===== config.mk =====
export PLATFORM = sky130hd
export DESIGN_NAME = mips_xlat_instr_queue
export DESIGN_NICKNAME = d
export VERILOG_FILES = /design/src/rtl/mips_xlat_pkg.sv /design/src/rtl/mips_xlat_queue_mem.sv /design/src/rtl/mips_xlat_instr_queue.sv
export SDC_FILE = /design/constraint.sdc
export NUM_CORES = 1
export LEC_CHECK = 0
export CAP_MARGIN = 10
export CELL_PAD_IN_SITES_DETAIL_PLACEMENT = 1
export CELL_PAD_IN_SITES_GLOBAL_PLACEMENT = 1
export CORE_MARGIN = 2
export CORE_UTILIZATION = 25
export CTS_CLUSTER_DIAMETER = 40
export DETAILED_ROUTE_END_ITERATION = 10
export HOLD_SLACK_MARGIN = 0.12
export PLACE_DENSITY = 0.49
export SETUP_SLACK_MARGIN = 0.02
export SLEW_MARGIN = 20
export SYNTH_ARGS = -nofsm -noshare
export SYNTH_HDL_FRONTEND = slang
export SYNTH_SLANG_ARGS = --single-unit

===== constraint.sdc =====
create_clock -name clk -period 2.6 [get_ports clk]
set_input_delay 0.78 -clock clk [delete_from_list [all_inputs] [get_ports clk]]
set_output_delay 0.78 -clock clk [all_outputs]
set_load 0.01 [all_outputs]

===== src/rtl/mips_xlat_pkg.sv =====
// Definitions shared by the MIPS->RISC-V translator and its downstream instruction queue.
package mips_xlat_pkg;

    localparam logic [31:0] RV_NOP = 32'h00000013;

    typedef struct packed {
        logic        err;
        logic [31:0] instr;
    } xlat_entry_t;

    // MIPS major opcodes and SPECIAL funct codes recognised by the translator
    localparam logic [5:0] MIPS_OP_SPECIAL = 6'h00;
    localparam logic [5:0] MIPS_OP_J       = 6'h02;
    localparam logic [5:0] MIPS_OP_BEQ     = 6'h04;
    localparam logic [5:0] MIPS_OP_BNE     = 6'h05;
    localparam logic [5:0] MIPS_OP_ADDIU   = 6'h09;
    localparam logic [5:0] MIPS_OP_LUI     = 6'h0F;
    localparam logic [5:0] MIPS_OP_LW      = 6'h23;
    localparam logic [5:0] MIPS_OP_SW      = 6'h2B;
    localparam logic [5:0] MIPS_FN_SLL     = 6'h00;
    localparam logic [5:0] MIPS_FN_JR      = 6'h08;
    localparam logic [5:0] MIPS_FN_ADDU    = 6'h21;
    localparam logic [5:0] MIPS_FN_SUBU    = 6'h23;

    // Error entries carry a zeroed word so a faulting fetch never leaks into decode.
    function automatic xlat_entry_t make_entry(input logic err, input logic [31:0] instr);
        xlat_entry_t e;
        e.err   = err;
        e.instr = err ? 32'h0 : instr;
        return e;
    endfunction

endpackage


===== src/rtl/mips_xlat_queue_mem.sv =====
// Queue storage: DEPTH entries, one synchronous write port, one asynchronous read port.
module mips_xlat_queue_mem
    import mips_xlat_pkg::*;
#(
    parameter  int DEPTH = 4,
    localparam int IDX_W = $clog2(DEPTH)
) (
    input  logic             clk,
    input  logic             wr_en_i,
    input  logic [IDX_W-1:0] wr_idx_i,
    input  xlat_entry_t      wr_data_i,
    input  logic [IDX_W-1:0] rd_idx_i,
    output xlat_entry_t      rd_data_o
);

    xlat_entry_t mem_q [DEPTH];

    always_ff @(posedge clk) begin
        if (wr_en_i) begin
            mem_q[wr_idx_i] <= wr_data_i;
        end
    end

    assign rd_data_o = mem_q[rd_idx_i];

endmodule


===== src/rtl/mips_xlat_instr_queue.sv =====
// Instruction queue between the MIPS->RISC-V translator and the RISC-V decode stage;
// holds translated words in order and locks out further input after an error word.
module mips_xlat_instr_queue
    import mips_xlat_pkg::*;
#(
    parameter  int DEPTH = 4,
    localparam int IDX_W = $clog2(DEPTH)
) (
    input  logic             clk,
    input  logic             pipe_rst_n,
    input  logic [31:0]      xlat_instr,
    input  logic             xlat_valid,
    input  logic             xlat_error,
    output logic             xlat_accepted,
    output logic [31:0]      idu_instr,
    output logic             idu_instr_vd,
    output logic             idu_instr_err,
    input  logic             idu_rdy,
    input  logic             flush,
    output logic [IDX_W:0]   q_count
);

    localparam logic [IDX_W:0] FULL_CNT = (IDX_W+1)'(DEPTH);

    logic [IDX_W-1:0] wr_ptr_q, wr_ptr_d;
    logic [IDX_W-1:0] rd_ptr_q, rd_ptr_d;
    logic [IDX_W:0]   count_q, count_d;
    logic             err_lock_q, err_lock_d;
    logic             full;
    logic             push;
    logic             pop;
    xlat_entry_t      rd_entry;

    // Accept depends only on registered state and the flush line, never on valid/ready.
    assign full          = (count_q == FULL_CNT);
    assign xlat_accepted = !full && !err_lock_q && !flush;
    assign push          = xlat_valid && xlat_accepted;
    assign idu_instr_vd  = (count_q != '0);
    assign pop           = idu_instr_vd && idu_rdy;

    mips_xlat_queue_mem #(.DEPTH(DEPTH)) u_mem (
        .clk       (clk),
        .wr_en_i   (push),
        .wr_idx_i  (wr_ptr_q),
        .wr_data_i (make_entry(xlat_error, xlat_instr)),
        .rd_idx_i  (rd_ptr_q),
        .rd_data_o (rd_entry)
    );

    assign idu_instr     = idu_instr_vd ? rd_entry.instr : RV_NOP;
    assign idu_instr_err = idu_instr_vd && rd_entry.err;
    assign q_count       = count_q;

    always_comb begin
        wr_ptr_d   = wr_ptr_q;
        rd_ptr_d   = rd_ptr_q;
        count_d    = count_q;
        err_lock_d = err_lock_q;
        if (flush) begin
            wr_ptr_d   = '0;
            rd_ptr_d   = '0;
            count_d    = '0;
            err_lock_d = 1'b0;
        end else begin
            if (push) begin
                wr_ptr_d = wr_ptr_q + IDX_W'(1);
                if (xlat_error) begin
                    err_lock_d = 1'b1;
                end
            end
            if (pop) begin
                rd_ptr_d = rd_ptr_q + IDX_W'(1);
            end
            case ({push, pop})
                2'b10:   count_d = count_q + (IDX_W+1)'(1);
                2'b01:   count_d = count_q - (IDX_W+1)'(1);
                default: count_d = count_q;
            endcase
        end
    end

    always_ff @(posedge clk or negedge pipe_rst_n) begin
        if (!pipe_rst_n) begin
            wr_ptr_q   <= '0;
            rd_ptr_q   <= '0;
            count_q    <= '0;
            err_lock_q <= 1'b0;
        end else begin
            wr_ptr_q   <= wr_ptr_d;
            rd_ptr_q   <= rd_ptr_d;
            count_q    <= count_d;
            err_lock_q <= err_lock_d;
        end
    end

    a_count_max: assert property (@(posedge clk) disable iff (!pipe_rst_n)
        count_q <= FULL_CNT);
    a_no_underflow: assert property (@(posedge clk) disable iff (!pipe_rst_n)
        (count_q == '0) |-> !pop);
    a_ptr_count: assert property (@(posedge clk) disable iff (!pipe_rst_n)
        (wr_ptr_q - rd_ptr_q) == count_q[IDX_W-1:0]);

endmodule


==> results_dict.tcl <==
set metrics [dict create \
    vias 3073 \
    drt_pass1_iterations 5 \
    timing.final.max_slew_violations 0 \
    synth.cell_area_um2 5720 \
    grt_max_degree 25 \
    synthesis.area_per_instance_um2 19.2 \
    detailedPlace.worstSlack_ps -238 \
    timing.setup.tns_ps -2510 \
    cts-root-to-sink-buffers 2 \
    gr-max-usage-layer "met2" \
    tritoncts "built" \
    grt_pass1_wl_um 20600 \
    min_path_type "reg -> reg" \
    critPathMaxFanout 6 \
    synth-seq-area-share_pct 72.8 \
    layout_setup_ws_ps -152 \
    route.final.wire_length_um 13300 \
    tightest_slew_ps 407 \
    final-hold-violation-count 0 \
    cts_sinks 140 \
    report.final.setup_viol 32 \
    post-route-cell-area_um2 8070 \
    drive_above_1_share_pct 42.6 \
    arrival_ps 1970 \
    clk_latency_ps 410 \
    chipHeight_um 155 \
    crit_end_category "output pin" \
    fillCellCount 2271 \
    grt_use_met1_pct 15.0 \
    vdd_drop_max_mv 0.471 \
    drt_first_iter_violations 155 \
    critical-path-slowest-cell "sky130_fd_sc_hd__mux4_2" \
    clock-skew-final_ps 8.82 \
    mappedNetlistNets 341 \
    gp_congestion 0.698 \
    numPlacedInstances 675 \
    final_util_pct 35.7 \
    layoutNonFillerInstCount 722 \
    ant_nets 0 \
    outcome "complete, but fails checks" \
    detail_route.drc_violations 0 \
    criticalPathCategory "reg -> out" \
    htree_num_levels 4 \
    power_density_nw_per_um2 1050 \
    peak_freq_ghz 0.363 \
    global_route.usage.met3_pct 3.62 \
    grt_overflow_total 0 \
    top_level_ports 76 \
    violations "setup timing" \
    leakage_power_summed_over_all_cells_uw 0.00282 \
    dpl-instance-area_um2 7180 \
    chipWidth_um 155 \
    gr-usage-all-layers_pct 11.8 \
    finalNetCount 467 \
    clk_transition_reported_paths_ps 60 \
    final_cycle_share_pct 106 \
    relSlewSlack_pct 72.8 \
    synthesis.instances 298 \
    vias_in_the_first_global_route 3476 \
    synth_cell_type_count 31 \
    wl_per_cell_um 18.4 \
    critPathMaxStageDelay_ps 470 \
    critPathRequiredTime_ps 1820 \
    cells_along_the_critical_path "buf_6 -> buf_16 -> buf_4 -> mux4_2 -> and2_1 -> buf_2" \
    areaGrowthSynthToFinish_pct 41.0 \
    grt_setup_unrepaired "yes" \
    cts.hold.buffers_added 0 \
    floorplan.core_area_um2 22600 \
    max_cap_violations 0 \
    total_of_warnings_raised_by_yosys 0 \
    mostFrequentLayoutCell "sky130_fd_sc_hd__edfxtp_1" \
    cts_made_buffers 17 \
    floorplan.die_area_um2 24100 \
    synth-seq-cells 140 \
    io_buffers 75 \
    grt_use_met2_pct 19.6 \
    most-common-layout-cells "sky130_fd_sc_hd__edfxtp_1 (132), sky130_fd_sc_hd__clkdlybuf4s50_1 (39), sky130_fd_sc_hd__buf_6 (38)" \
    initial_core_util_pct 25.3 \
    dpl.hpwl_um 8420 \
    clockRootBuffer "sky130_fd_sc_hd__clkbuf_16" \
    fp-row-count 55 \
    grt_antenna_before_repair 0 \
    period_minus_slack_ps 2750 \
    antenna_cells_inserted 0 \
    via_density_per_instance 4.26 \
    crit_path_start_kind "flip-flop" \
]
-- cells in the mapped netlist --
library cell | instances | area share (%)
sky130_fd_sc_hd__o31ai_1 | 1 | 0.13
sky130_fd_sc_hd__mux2_1 | 1 | 0.20
sky130_fd_sc_hd__nand2b_1 | 3 | 0.33
sky130_fd_sc_hd__ha_1 | 4 | 0.87
sky130_fd_sc_hd__buf_4 | 3 | 0.39
sky130_fd_sc_hd__or2_2 | 3 | 0.33
sky130_fd_sc_hd__nor2_1 | 6 | 0.39
sky130_fd_sc_hd__buf_1 | 1 | 0.066
sky130_fd_sc_hd__buf_2 | 4 | 0.35
sky130_fd_sc_hd__nor3_1 | 1 | 0.087
sky130_fd_sc_hd__xor2_1 | 3 | 0.46
sky130_fd_sc_hd__nand2_1 | 4 | 0.26
sky130_fd_sc_hd__and2_1 | 34 | 3.7
sky130_fd_sc_hd__nor3b_2 | 1 | 0.22
sky130_fd_sc_hd__nor3_2 | 1 | 0.17
sky130_fd_sc_hd__o21ai_0 | 1 | 0.087
sky130_fd_sc_hd__dfrtp_1 | 8 | 3.5
sky130_fd_sc_hd__fa_1 | 1 | 0.35
sky130_fd_sc_hd__nor4b_4 | 1 | 0.42
sky130_fd_sc_hd__mux4_2 | 33 | 13
sky130_fd_sc_hd__a21oi_1 | 1 | 0.087
sky130_fd_sc_hd__inv_1 | 3 | 0.20
sky130_fd_sc_hd__a2bb2oi_1 | 1 | 0.15
sky130_fd_sc_hd__nor2b_1 | 34 | 3.7
sky130_fd_sc_hd__mux2i_1 | 1 | 0.17
sky130_fd_sc_hd__clkbuf_1 | 8 | 0.52
sky130_fd_sc_hd__edfxtp_1 | 132 | 69
sky130_fd_sc_hd__nor4_1 | 1 | 0.11
sky130_fd_sc_hd__nand3_1 | 1 | 0.087
sky130_fd_sc_hd__nand3b_1 | 1 | 0.13
sky130_fd_sc_hd__mux2_2 | 1 | 0.20
-- worst paths after layout --
| path | end | slack [ps] | depth (start not counted) | start |
|---|---|---|---|---|
| max | idu_instr[29] | -150 | 6 | rd_ptr_q[0]$_DFFE_PN0P_ |
| min | err_lock_q$_DFFE_PN0P_ | 620 | 2 | err_lock_q$_DFFE_PN0P_ |
| max reg2reg | q_count[2]$_DFFE_PN0P_ | 300 | 10 | q_count[2]$_DFFE_PN0P_ |
| min reg2reg | err_lock_q$_DFFE_PN0P_ | 620 | 2 | err_lock_q$_DFFE_PN0P_ |
| max in group asynchronous | rd_ptr_q[1]$_DFFE_PN0P_ | 1610 | 1 | pipe_rst_n |
| min in group asynchronous | err_lock_q$_DFFE_PN0P_ | 660 | 1 | pipe_rst_n |
-- routing by layer --
| metal | vias to the layer above | routed length [um] |
|---|---|---|
| li1 | 1400 | - |
| met4 | 0 | 136 |
| met2 | 62 | 6650 |
| met1 | 1601 | 6040 |
| met3 | 10 | 473 |
| met5 | - | 0 |
-- metrics by stage --
step | hold slack, ps | power [uW]
after floorplan | 484 | 4040
after global placement | 594 | 5600
after detailed placement | 595 | 5610
after CTS | 613 | 8370
after global routing | 647 | 8900
final | 619 | 8450
-- kinds of logic (layout without fill, tap and decap cells) --
| family | after synthesis | after routing | share of synthesized area (%) |
|---|---|---|---|
| flip-flops | 140 | 140 | 72.8 |
| AND/OR/NAND/NOR | 91 | 91 | 9.97 |
| multiplexers | 36 | 36 | 13.6 |
| buffers and inverters | 19 | 158 | 1.53 |
| adder cells (fa/ha/maj) | 5 | 5 | 1.22 |
| AO/OA/AOI/OAI | 4 | 4 | 0.459 |
| XOR/XNOR | 3 | 3 | 0.459 |
-- flip-flops by register name, summed over array words and instances, names as in the netlist --
name	count
rd_ptr_q	2
err_lock_q	1
u_mem.mem_q	132
wr_ptr_q	2
q_count	3
-- report_power, final --
part | total (uW) | switching [uW] | leakage [uW] | internal [uW]
registers | 2740 | 76.1 | 0.00132 | 2660
clock network | 2390 | 961 | 0.000288 | 1430
logic | 3320 | 1370 | 0.00121 | 1950
-- final cells by class --
class | count | area, um2 | area share, %
clock buffers | 17 | 425 | 5.27
multi-input cells | 139 | 1550 | 19.2
repair buffers | 123 | 1390 | 17.2
inverters | 3 | 11.3 | 0.140
well taps | 285 | 357 | 4.42
flip-flops and latches | 140 | 4170 | 51.7
clock inverters | 15 | 163 | 2.02
-- worst max-delay path, delay by kind of cell (launching register included) --
family        cells  cell delay (ps)
buf+inv           4              520
mux               1              470
simple gates      1              160
flops             1              410
-- repair_timing --
item                                    4_1_cts  5_1_grt
buffers inserted                             13        2
cloned                                        2        0
gates resized for setup                     182       30
endpoints found under the setup margin       35       34
pin swaps                                     6        0
Note: power is estimated with default switching activity, not from simulation.
